$ cat src/rtl/if_fetch_queue_if.sv
// Fetch-stage port bundle: ROM request/response, IF/ID handshake, redirect.
// master = fetch stage (drives ROM request and IF/ID head), slave = its environment.
interface if_fetch_queue_if;
    logic        rom_ce;
    logic [31:0] rom_addr;
    logic [31:0] rom_inst;
    logic        id_valid;
    logic [31:0] id_pc;
    logic [31:0] id_inst;
    logic        id_ready;
    logic        br_valid;
    logic [31:0] br_target;

    modport master (
        output rom_ce, rom_addr,
        input  rom_inst,
        output id_valid, id_pc, id_inst,
        input  id_ready,
        input  br_valid, br_target
    );

    modport slave (
        input  rom_ce, rom_addr,
        output rom_inst,
        input  id_valid, id_pc, id_inst,
        output id_ready,
        output br_valid, br_target
    );
endinterface

$ cat src/rtl/if_fetch_queue.sv
// Instruction-fetch stage: PC register, ROM request, {pc, inst} FIFO to IF/ID.
// Ports: clk, rst (async, active high), bus (if_fetch_queue_if.master).
module if_fetch_queue #(
    parameter logic [31:0] RESET_PC = 32'h0000_0000,
    parameter int unsigned QDEPTH   = 2
) (
    input  logic             clk,
    input  logic             rst,
    if_fetch_queue_if.master bus
);
    localparam int unsigned PW = $clog2(QDEPTH);
    localparam int unsigned CW = PW + 1;
    localparam logic [CW-1:0] DEPTH = CW'(QDEPTH);

    logic [31:0]   pc_q, pc_d;
    logic          ce_q;
    logic [CW-1:0] cnt_q, cnt_d;
    logic [PW-1:0] wptr_q, wptr_d;
    logic [PW-1:0] rptr_q, rptr_d;
    logic [31:0]   epc_q   [QDEPTH];
    logic [31:0]   einst_q [QDEPTH];
    logic          head_vld;
    logic          push;
    logic          pop;
    logic          unused_tgt_lo;

    assign unused_tgt_lo = &{1'b0, bus.br_target[1:0]};

    always_comb begin
        head_vld = (cnt_q != '0);
        pop      = head_vld & bus.id_ready & ~bus.br_valid;
        // A full queue can still accept when the head leaves this cycle.
        push     = ce_q & ~bus.br_valid & ((cnt_q < DEPTH) | pop);
        pc_d     = pc_q;
        cnt_d    = cnt_q;
        wptr_d   = wptr_q;
        rptr_d   = rptr_q;
        if (bus.br_valid) begin
            pc_d   = {bus.br_target[31:2], 2'b00};
            cnt_d  = '0;
            wptr_d = '0;
            rptr_d = '0;
        end else begin
            if (push) begin
                pc_d   = pc_q + 32'd4;
                wptr_d = wptr_q + PW'(1);
            end
            if (pop) begin
                rptr_d = rptr_q + PW'(1);
            end
            cnt_d = cnt_q + CW'(push) - CW'(pop);
        end
    end

    always_ff @(posedge clk or posedge rst) begin
        if (rst) begin
            pc_q   <= RESET_PC;
            ce_q   <= 1'b0;
            cnt_q  <= '0;
            wptr_q <= '0;
            rptr_q <= '0;
        end else begin
            pc_q   <= pc_d;
            ce_q   <= 1'b1;
            cnt_q  <= cnt_d;
            wptr_q <= wptr_d;
            rptr_q <= rptr_d;
        end
    end

    always_ff @(posedge clk or posedge rst) begin
        if (rst) begin
            for (int i = 0; i < QDEPTH; i++) begin
                epc_q[i]   <= '0;
                einst_q[i] <= '0;
            end
        end else if (push) begin
            epc_q[wptr_q]   <= pc_q;
            einst_q[wptr_q] <= bus.rom_inst;
        end
    end

    // Head is a register read gated by occupancy; nothing from rom_inst
    // or id_ready reaches these outputs combinationally.
    assign bus.rom_ce   = ce_q;
    assign bus.rom_addr = pc_q;
    assign bus.id_valid = head_vld;
    assign bus.id_pc    = head_vld ? epc_q[rptr_q] : 32'h0;
    assign bus.id_inst  = head_vld ? einst_q[rptr_q] : 32'h0;
endmodule

$ cat src/flat_wrapper.sv
// flat-port wrapper written by rule: the top's interface ports become plain ports
module if_fetch_queue_flat 
#(
    parameter logic [31:0] RESET_PC = 32'h0000_0000,
    parameter int unsigned QDEPTH   = 2
)
  (clk, rst, bus_rom_ce, bus_rom_addr, bus_rom_inst, bus_id_valid, bus_id_pc, bus_id_inst, bus_id_ready, bus_br_valid, bus_br_target);
  if_fetch_queue_if bus_i ();
  input  logic clk;
  input  logic rst;
  output wire logic [$bits(bus_i.rom_ce)-1:0] bus_rom_ce;
  output wire logic [$bits(bus_i.rom_addr)-1:0] bus_rom_addr;
  input wire logic [$bits(bus_i.rom_inst)-1:0] bus_rom_inst;
  output wire logic [$bits(bus_i.id_valid)-1:0] bus_id_valid;
  output wire logic [$bits(bus_i.id_pc)-1:0] bus_id_pc;
  output wire logic [$bits(bus_i.id_inst)-1:0] bus_id_inst;
  input wire logic [$bits(bus_i.id_ready)-1:0] bus_id_ready;
  input wire logic [$bits(bus_i.br_valid)-1:0] bus_br_valid;
  input wire logic [$bits(bus_i.br_target)-1:0] bus_br_target;
  assign bus_rom_ce = bus_i.rom_ce;
  assign bus_rom_addr = bus_i.rom_addr;
  assign bus_i.rom_inst = bus_rom_inst;
  assign bus_id_valid = bus_i.id_valid;
  assign bus_id_pc = bus_i.id_pc;
  assign bus_id_inst = bus_i.id_inst;
  assign bus_i.id_ready = bus_id_ready;
  assign bus_i.br_valid = bus_br_valid;
  assign bus_i.br_target = bus_br_target;
  if_fetch_queue #(.RESET_PC(RESET_PC), .QDEPTH(QDEPTH)) u_core (.clk(clk), .rst(rst), .bus(bus_i));
endmodule
$ cat config.mk
export PLATFORM = sky130hd
export DESIGN_NAME = if_fetch_queue_flat
export DESIGN_NICKNAME = d
export VERILOG_FILES = /design/src/rtl/if_fetch_queue_if.sv /design/src/rtl/if_fetch_queue.sv /design/src/flat_wrapper.sv
export SDC_FILE = /design/constraint.sdc
export NUM_CORES = 1
export LEC_CHECK = 0
export CAP_MARGIN = 0
export CELL_PAD_IN_SITES_DETAIL_PLACEMENT = 0
export CELL_PAD_IN_SITES_GLOBAL_PLACEMENT = 1
export CORE_UTILIZATION = 35
export CTS_CLUSTER_DIAMETER = 50
export DETAILED_ROUTE_END_ITERATION = 7
export PLACE_DENSITY_LB_ADDON = 0.08
export SYNTH_ARGS = -nofsm -noshare
export SYNTH_HDL_FRONTEND = slang
export SYNTH_SLANG_ARGS = --single-unit
$ cat constraint.sdc
create_clock -name clk -period 9.7 [get_ports clk]
set_input_delay 0.97 -clock clk [delete_from_list [all_inputs] [get_ports clk]]
set_output_delay 0.97 -clock clk [all_outputs]
set_load 0.01 [all_outputs]
==> results of run 1 <==
## flip-flops by register name (all words and copies together) (netlist names)
signal               cells
u_core.bus.rom_addr     30
u_core.bus.rom_ce        1
u_core.cnt_q             2
u_core.einst_q          64
u_core.epc_q            60
u_core.rptr_q            1
u_core.wptr_q            1
## stage by stage
stage	setup slack (ns)	hold slack, ns	std cells	utilization [%]	power [µW]
after CTS	5.88	0.491	1104	46.4	2410
after global routing	5.81	0.511	1104	46.4	2520
final	5.96	0.485	1104	46.4	2370
after floorplan	4.44	0.457	679	-	1440
after global placement	5.80	0.466	1072	43.8	1720
after detailed placement	5.70	0.475	1072	43.8	1760
## cells by family (layout without fill, tap and decap cells)
| group | Yosys count | count (layout) | synth area share [%] |
|---|---|---|---|
| adder cells (fa/ha/maj) | 3 | 3 | 0.483 |
| AO/OA/AOI/OAI | 49 | 49 | 4.37 |
| other | 2 | 5 | 0.0965 |
| buffers and inverters | 60 | 205 | 3.47 |
| XOR/XNOR | 10 | 10 | 1.13 |
| multiplexers | 187 | 187 | 26.1 |
| flip-flops | 159 | 159 | 51.1 |
| AND/OR/NAND/NOR | 206 | 206 | 13.3 |
## cell usage in the layout, fill, tap and decap left out, drive strengths merged, types with 2 or more instances in the layout
cell type and n:
dfrtp 159, clkdlybuf4s50 158, mux2 124, nor2 80
mux2i 63, nand2 29, nand3 24, clkbuf 18
nand4 17, inv 16, o31ai 15, nor2b 12
or4 10, a22oi 10, o21ai 9, nor3 9
and2 8, a31oi 7, xnor2 6, and4 6
buf 6, conb 5, clkinv 5, xor2 4
o211ai 3, o311ai 3, ha 3, nor4 2
nor3b 2, nor4b 2, clkinvlp 2, or3 2
## cell type report
type                    count  area [µm²]
fillers                  2025       11700
flip-flops and latches    159        3980
multi-input cells         460        3560
repair buffers            164        1620
clock buffers              18         439
well taps                 280         350
clock inverters            14         121
inverters                   9        38.8
## power groups by stage
stage / combinational [µW] / sequential, µW / clock [µW]
2_1_floorplan: 459 / 978 / 0
5_1_grt: 786 / 1040 / 690
6_report: 719 / 1010 / 640
3_5_place_dp: 731 / 1020 / 0
3_3_place_gp: 715 / 1010 / 0
4_1_cts: 735 / 1010 / 663
## path summary, 6_finish.rpt
path	cells past startpoint	end	start
min in group asynchronous	2	u_core.einst_q[45]$_DFFE_PP0P_	rst
max	4	bus_id_pc[8]	u_core.rptr_q$_DFFE_PP0P_
max in group asynchronous	3	u_core.einst_q[1]$_DFFE_PP0P_	rst
min	1	u_core.epc_q[56]$_DFFE_PP0P_	u_core.epc_q[56]$_DFFE_PP0P_
min reg2reg	1	u_core.epc_q[56]$_DFFE_PP0P_	u_core.epc_q[56]$_DFFE_PP0P_
max reg2reg	5	u_core.epc_q[34]$_DFFE_PP0P_	u_core.cnt_q[1]$_DFF_PP0_
## worst max-delay path, stage by stage, from the launching register on
cell	delay, ns
dfrtp_4	0.65
buf_4	0.75
mux2i_1	0.16
nor2_1	0.16
clkdlybuf4s50_1	0.57
## per-layer routing
metal  GRT usage (%)  wire length (µm)  share of wire (%)
met5               0                 0                  0
met4            6.35               246                1.2
met3            3.22               849                4.3
met2            30.5              9620                 48
met1            23.3              9130                 46
==> metrics.yaml, run 1 <==
status:
  status: "completed"
placed_design:
  hpwl_um: 12600
  io_buffers: 159
  placed_area_mm2: 0.00956
  gp_congestion: 0.726
cells_and_area:
  design_area_mm2: 0.0101
  nets: 882
  antenna_cells: 0
  drive_gt1_share_pct: 20.1
  areaGrowthSynthToFinish_pct: 30.1
synth:
  syn-mean-instance-area_um2: 11.5
  yosysTopAreaCell: "dfrtp_1"
  synth_cell_types: 43
  yosysSeqAreaShare_pct: 51.1
  synth-main-ff-cell: "dfrtp_1"
  synth-edff-count: 0
  synthesis.instances: 676
  synth_top_area_share_pct: 51.1
  synthTopCellsByArea: "dfrtp_1 (51%), mux2_2 (17%), mux2i_1 (8.1%)"
  synth.top_cells.by_count: "dfrtp_1 (159), mux2_2 (119), nor2_1 (80), mux2i_1 (63), nand2_1 (29)"
  synth.most_common_cell: "dfrtp_1"
  synth.cell_area_mm2: 0.00778
  ys_ff_latch: 159
  async_reset_ff_share_pct: 100
  yosysWarnings: 0
routing:
  drt-vias-per-instance: 5.20
  drt_wl_total_um: 19800
  post-route-drc-count: 0
  drtAntennaViolNets: 0
  wire_per_inst_um: 18.0
  drtPass1Iterations: 4
  first_iter_violations: 285
  num_vias: 5739
power:
  power_frac_comb_pct: 30.3
  p_sw_uw: 732
  p_seq_share_pct: 42.6
  swShare_pct: 30.9
  vdd_drop_max_v: 0.000119
  leakage_uw: 0.00398
  p_per_area_mw_per_mm2: 234
  p_int_uw: 1640
  clockPowerShare_pct: 27.0
critical_path:
  cp-start-kind: "flip-flop"
  arrival_ns: 2.77
  critPathMaxFanout: 45
  reg2reg_slack_ns: 6.84
  endpoint_kind: "output pin"
  required_ns: 8.73
  crit_type: "flip-flop to output pin"
clock_tree:
  numCtsBuffers: 17
  cts_setup_buffers: 0
  insertion_delay_ns: 0.43
  h-tree-depth: 4
  cts-hold-fix-buffers: 0
  path_clk_slew_ns: 0.07
  clockBufferDepth: 2
  cts_tree: "built"
  cts_root_buffer: "clkbuf_16"
  cts_resized: 0
  clock_sinks: 159
sta:
  min_period_ns: 3.74
  rsz0062_at_grt: "no"
  finalSetupTns_ns: 0
  setup_violations: 0
  finalClockSkew_ns: 0.0108
  period_share_pct: 38.5
  drv_slew: 0
  fmaxAchievable_ghz: 0.268
  hold_viol_final: 0
  tightest_slew_ns: 1.01
  max_slew_margin_pct: 32.5
global_route:
  grt_pass1_vias: 5814
  grt_max_degree: 102
  overflow: 0
  grt_pass1_wl_um: 31300
  grt_usage_pct: 18.1
  antenna_found_initial: 0
die:
  chipHeight_um: 151
  io_pins: 166
  dieArea_mm2: 0.0228
  core_area_mm2: 0.0218
  fp-row-count: 54
  start_util_pct: 35.6
  die_w_um: 151
hold_path:
  hp-class: "flip-flop to flip-flop"
run:
  maxCapViolCount: 0
No activity file was read; power rests on OpenSTA's default activity.
==> run 2, diff against run 1 <==
Clock period 9.7 ns to 3.5 ns, I/O delays scaled along.
==> metrics.yaml, run 2 (synthesis results as in run 1) <==
status:
  status: "completed"
run:
  maxCapViolCount: 0  # unchanged
sta:
  fmaxAchievable_ghz: 0.359
  finalClockSkew_ns: 0.00662  # -0.00422 ns
  rsz0062_at_grt: "no"
  drv_slew: 0  # unchanged
  whs_ns: 0.391  # -0.0942 ns
  period_share_pct: 79.6
  max_slew_margin_pct: 49.8  # +17 points
  finalSetupTns_ns: 0  # unchanged
  tightest_slew_ns: 0.751  # -0.260 ns
  min_period_ns: 2.78
  hold_viol_final: 0  # unchanged
  setup_violations: 0  # unchanged
die:
  die_w_um: 151  # unchanged
  io_pins: 166  # unchanged
  fp-row-count: 54  # unchanged
  chipHeight_um: 151  # unchanged
  start_util_pct: 35.6  # unchanged
  core_area_mm2: 0.0218  # unchanged
  dieArea_mm2: 0.0228  # unchanged
cells_and_area:
  final.fill_count: 2021  # -0.20%
  areaGrowthSynthToFinish_pct: 32.1
  largest_reg_flops: 64  # unchanged
  antenna_cells: 0  # unchanged
  final_cell_mix: "clkdlybuf4s50_1 (158), dfrtp_1 (158), mux2_2 (119), nor2_1 (79), mux2i_1 (63)"
  nets: 890  # +0.91%
  postLayoutCoreUtil_pct: 47.1  # +0.71 points
  top_register: "u_core.einst_q"
  fin_cells: 1112  # +0.72%
  drive_gt1_share_pct: 20.9  # +0.77 points
  design_area_mm2: 0.0103  # +1.5%
global_route:
  grt_max_degree: 56  # -45%
  grt_usage_pct: 18.5  # +0.41 points
  grt_pass1_wl_um: 32100  # +2.4%
  overflow: 0  # unchanged
  grt_pass1_vias: 5925  # +1.9%
  antenna_found_initial: 0  # unchanged
critical_path:
  path_cells: "nor2_4 -> buf_4 -> nor2_1 -> clkdlybuf4s50_1"
  cp_num_cells: 4  # unchanged
  cp_num_buf_inv: 2  # unchanged
  r2r_cells: 5  # unchanged
  slowest_stage: "nor2_4"
  arrival_ns: 2.43  # -0.34 ns
  required_ns: 3.15  # -5.58 ns
  cp-start-kind: "flip-flop"
  max_stage_delay_ns: 0.55  # -0.20 ns
  crit_family: "buffers and inverters"
  critPathMaxFanout: 24  # -47%
  endpoint_kind: "output pin"
  crit_type: "flip-flop to output pin"
power:
  p_int_uw: 4710  # +190%
  clockPowerShare_pct: 28.3  # +1.3 points
  vdd_drop_max_v: 0.000355  # +200%
  p_per_area_mw_per_mm2: 656  # +180%
  power_frac_comb_pct: 30.2  # about the same
  swShare_pct: 30.1  # -0.83 points
  p_sw_uw: 2030  # +180%
  p_seq_share_pct: 41.6  # -1.0 points
  leakage_uw: 0.00406  # +1.9%
clock_tree:
  insertion_delay_ns: 0.43  # about the same
  cts_root_buffer: "clkbuf_16"
  cts-hold-fix-buffers: 0  # unchanged
  path_clk_slew_ns: 0.07  # about the same
  clock_sinks: 159  # unchanged
  cts_setup_buffers: 0  # unchanged
  cts_tree: "built"
  cts_resized: 0  # unchanged
  clockBufferDepth: 2  # unchanged
  h-tree-depth: 4  # unchanged
  numCtsBuffers: 17  # unchanged
placed_design:
  dpl.cell_count: 1080  # +0.75%
  io_buffers: 159  # unchanged
  gp_congestion: 0.721  # -0.63%
  placed_area_mm2: 0.00967  # +1.1%
  hpwl_um: 13500  # +7.2%
hold_path:
  hp-class: "input port to async pin"
routing:
  drtPass1Iterations: 4  # unchanged
  post-route-drc-count: 0  # unchanged
  drt-vias-per-instance: 5.17  # -0.56%
  wire_per_inst_um: 18.1  # +0.93%
  first_iter_violations: 249  # -13%
  num_vias: 5748  # +0.16%
  drtAntennaViolNets: 0  # unchanged
  drt_wl_total_um: 20200  # +1.7%
==> run 2: cell types whose count changed in the layout (fill, tap and decap cells not counted), sizes merged <==
cell    previous run  this run
buf                6        14
inv               16        11
bufinv             0         2
clkinv             5         7
clkbuf            18        19
==> run 2: cell type report <==
| class | instances | area, µm² | area share [%] |
|---|---|---|---|
| repair buffers | 172 | 1730 | 16.9 |
| well taps | 280 | 350 | 3.41 |
| clock inverters | 13 | 154 | 1.50 |
| flip-flops and latches | 159 | 3980 | 38.8 |
| inverters | 9 | 37.5 | 0.365 |
| multi-input cells | 460 | 3560 | 34.7 |
| clock buffers | 19 | 453 | 4.41 |
==> run 2: per-stage QoR <==
step / power [µW] / setup slack [ns]
6_report: 6740 / 0.715
3_5_place_dp: 4900 / 0.876
2_1_floorplan: 3980 / 1.14
4_1_cts: 6830 / 0.667
5_1_grt: 7150 / 0.547
3_3_place_gp: 4800 / 0.923
==> run 2: worst paths after layout <==
path / slack [ns] / to / startpoint
worst max-delay path: 0.72 / bus_id_inst[10] / u_core.cnt_q[1]$_DFF_PP0_
worst min-delay path: 0.39 / u_core.einst_q[29]$_DFFE_PP0P_ / rst
worst max register to register: 1.23 / u_core.epc_q[23]$_DFFE_PP0P_ / u_core.cnt_q[1]$_DFF_PP0_
worst min register to register: 0.49 / u_core.einst_q[54]$_DFFE_PP0P_ / u_core.einst_q[54]$_DFFE_PP0P_
max in group asynchronous: 2.25 / u_core.einst_q[44]$_DFFE_PP0P_ / rst
min in group clk: 0.45 / u_core.bus.rom_addr[6]$_DFFE_PP0P_ / bus_br_valid
==> run 2: routing by layer <==
| layer | track usage, % | vias to the layer above | routed length [µm] |
|---|---|---|---|
| met5 | 0 | - | 0 |
| met4 | 6.05 | 0 | 293 |
| met3 | 3.92 | 21 | 1010 |
| met2 | 30.9 | 138 | 9860 |
| met1 | 23.8 | 2899 | 9010 |
| li1 | - | 2690 | - |
==> run 2: power by group through the flow <==
stage	combinational [µW]	sequential, µW	clock, µW
floorplan	1270	2710	0
global placement	2020	2790	0
detailed placement	2070	2830	0
CTS	2070	2800	1960
global route	2220	2880	2050
finish	2030	2800	1910
==> run 3, diff against run 2 <==
Clock period 3.5 ns to 2.3 ns, I/O delays scaled along.
==> metrics.yaml, run 3 (synthesis results as in run 1) <==
sta:
  min_period_ns: 2.23
  finalClockSkew_ns: 0.00740  # +0.000789 ns
  period_share_pct: 96.9
  setup_violations: 0  # unchanged
  drv_slew: 0  # unchanged
  max_slew_margin_pct: 49.6  # -0.16 points
  whs_ns: 0.202  # -0.189 ns
  hold_viol_final: 0  # unchanged
  fmaxAchievable_ghz: 0.449
  tightest_slew_ns: 0.751  # -0.000167 ns
critical_path:
  required_ns: 2.07  # -1.08 ns
  endpoint_kind: "output pin"
  critPathMaxFanout: 18  # -25%
  max_stage_delay_ns: 0.54  # about the same
  crit_type: "flip-flop to output pin"
  cp-start-kind: "flip-flop"
  slowest_stage: "clkdlybuf4s50_1"
  arrival_ns: 2.00  # -0.43 ns
  crit_family: "buffers and inverters"
  cp_num_buf_inv: 3  # +1
  path_cells: "buf_4 -> buf_12 -> mux2i_1 -> nor2_1 -> clkdlybuf4s50_1"
cells_and_area:
  drive_gt1_share_pct: 22.7  # +1.8 points
  postLayoutCoreUtil_pct: 48.5  # +1.5 points
  final_cell_mix: "dfrtp_1 (158), clkdlybuf4s50_1 (121), mux2_2 (119), nor2_1 (79), mux2i_1 (63)"
  largest_reg_flops: 64  # unchanged
  areaGrowthSynthToFinish_pct: 36.2
  fin_cells: 1133  # +1.9%
  final.fill_count: 2002  # -0.94%
  top_register: "u_core.einst_q"
  antenna_cells: 0  # unchanged
  nets: 911  # +2.4%
  final_common_cell: "dfrtp_1"
die:
  dieArea_mm2: 0.0228  # unchanged
  die_w_um: 151  # unchanged
  chipHeight_um: 151  # unchanged
  start_util_pct: 35.6  # unchanged
  io_pins: 166  # unchanged
  core_area_mm2: 0.0218  # unchanged
  fp-row-count: 54  # unchanged
placed_design:
  gp_congestion: 0.761  # +5.5%
  hpwl_um: 13500  # +0.17%
  dpl.cell_count: 1095  # +1.4%
  io_buffers: 159  # unchanged
routing:
  drtAntennaViolNets: 0  # unchanged
  drt_wl_total_um: 20200  # about the same
  post-route-drc-count: 0  # unchanged
  num_vias: 5803  # +0.96%
  wl_met2_um: 9810  # -0.57%
  drtPass1Iterations: 6  # +2
  top_layer_used: "met4"
  wl_met1_um: 9170  # +1.8%
  routed-wl-met3_um: 971  # -4.0%
  wire_per_inst_um: 17.8  # -1.8%
  first_iter_violations: 256  # +2.8%
  drt-vias-per-instance: 5.12  # -0.91%
clock_tree:
  numCtsBuffers: 17  # unchanged
  cts_root_buffer: "clkbuf_16"
  clockBufferDepth: 2  # unchanged
  clock_sinks: 159  # unchanged
  path_clk_slew_ns: 0.06  # about the same
  insertion_delay_ns: 0.42  # about the same
  h-tree-depth: 4  # unchanged
  cts_tree: "built"
  cts-hold-fix-buffers: 0  # unchanged
power:
  p_per_area_mw_per_mm2: 977  # +49%
  power_uw: 10400  # +54%
  vdd_drop_max_v: 0.000500  # +41%
  leakage_uw: 0.00479  # +18%
global_route:
  grt_usage_pct: 18.3  # -0.22 points
  grt_max_degree: 82  # +46%
  grt_pass1_wl_um: 31800  # -0.93%
  grt_pass1_vias: 5999  # +1.2%
  antenna_found_initial: 0  # unchanged
  overflow: 0  # unchanged
hold_path:
  hp-class: "input port to flip-flop"
status:
  status: "completed"
run:
  maxCapViolCount: 0  # unchanged
-- run 3: path summary, 6_finish.rpt --
kind                                                          from                             endpoint  slack (ns)  depth (start not counted)
worst min register to register      u_core.einst_q[55]$_DFFE_PP0P_       u_core.einst_q[55]$_DFFE_PP0P_        0.49                          1
worst max register to register  u_core.bus.rom_addr[9]$_DFFE_PP0P_  u_core.bus.rom_addr[22]$_DFFE_PP0P_        0.26                          4
min in group asynchronous                                      rst       u_core.einst_q[23]$_DFFE_PP0P_        0.30                          3
worst min-delay path                                  bus_br_valid            u_core.wptr_q$_DFFE_PP0P_        0.20                          2
max in group asynchronous                                      rst            u_core.rptr_q$_DFFE_PP0P_        1.61                          3
worst max-delay path                     u_core.rptr_q$_DFFE_PP0P_                       bus_id_inst[4]        0.07                          5
-- run 3: routing by layer --
metal / up-vias / global-route usage, %
li1: 2733 / -
met4: 0 / 5.65
met1: 2914 / 23.3
met2: 138 / 31.1
met3: 18 / 3.77
met5: - / 0
-- run 3: worst register-to-register path, delay by kind of cell, from the launching register on --
kind	cells	cell delay [ns]
compound gates	1	0.19
flops	1	0.49
simple gates	3	1.30
-- run 3: report_power, final --
group	total (µW)	internal, µW	switching (µW)
Sequential	4220	3700	523
Clock	2940	1760	1180
Combinational	3190	1840	1350
Total	10400	7300	3060
-- run 3: cell type report --
type | instances | area (µm²) | area share (%)
clock buffers | 19 | 443 | 4.18
inverters | 9 | 37.5 | 0.354
multi-input cells | 460 | 3560 | 33.6
clock inverters | 13 | 175 | 1.65
repair buffers | 193 | 2040 | 19.3
well taps | 280 | 350 | 3.31
flip-flops and latches | 159 | 3980 | 37.6
-- run 3: metrics by stage --
step	instance area, µm²	worst slack, ns	setup TNS [ns]
2_1_floorplan	7790	0.0551	0
3_3_place_gp	9830	0.222	0
3_5_place_dp	9830	0.178	0
4_1_cts	10500	0.00461	0
5_1_grt	10600	-0.00927	-0.0468
6_report	10600	0.0707	0
-- run 3: what timing repair did --
action                     in CTS  in global routing
buffers inserted                3                  3
gates cloned                    0                  0
setup endpoints to repair      48                 16
resized for setup               0                 37
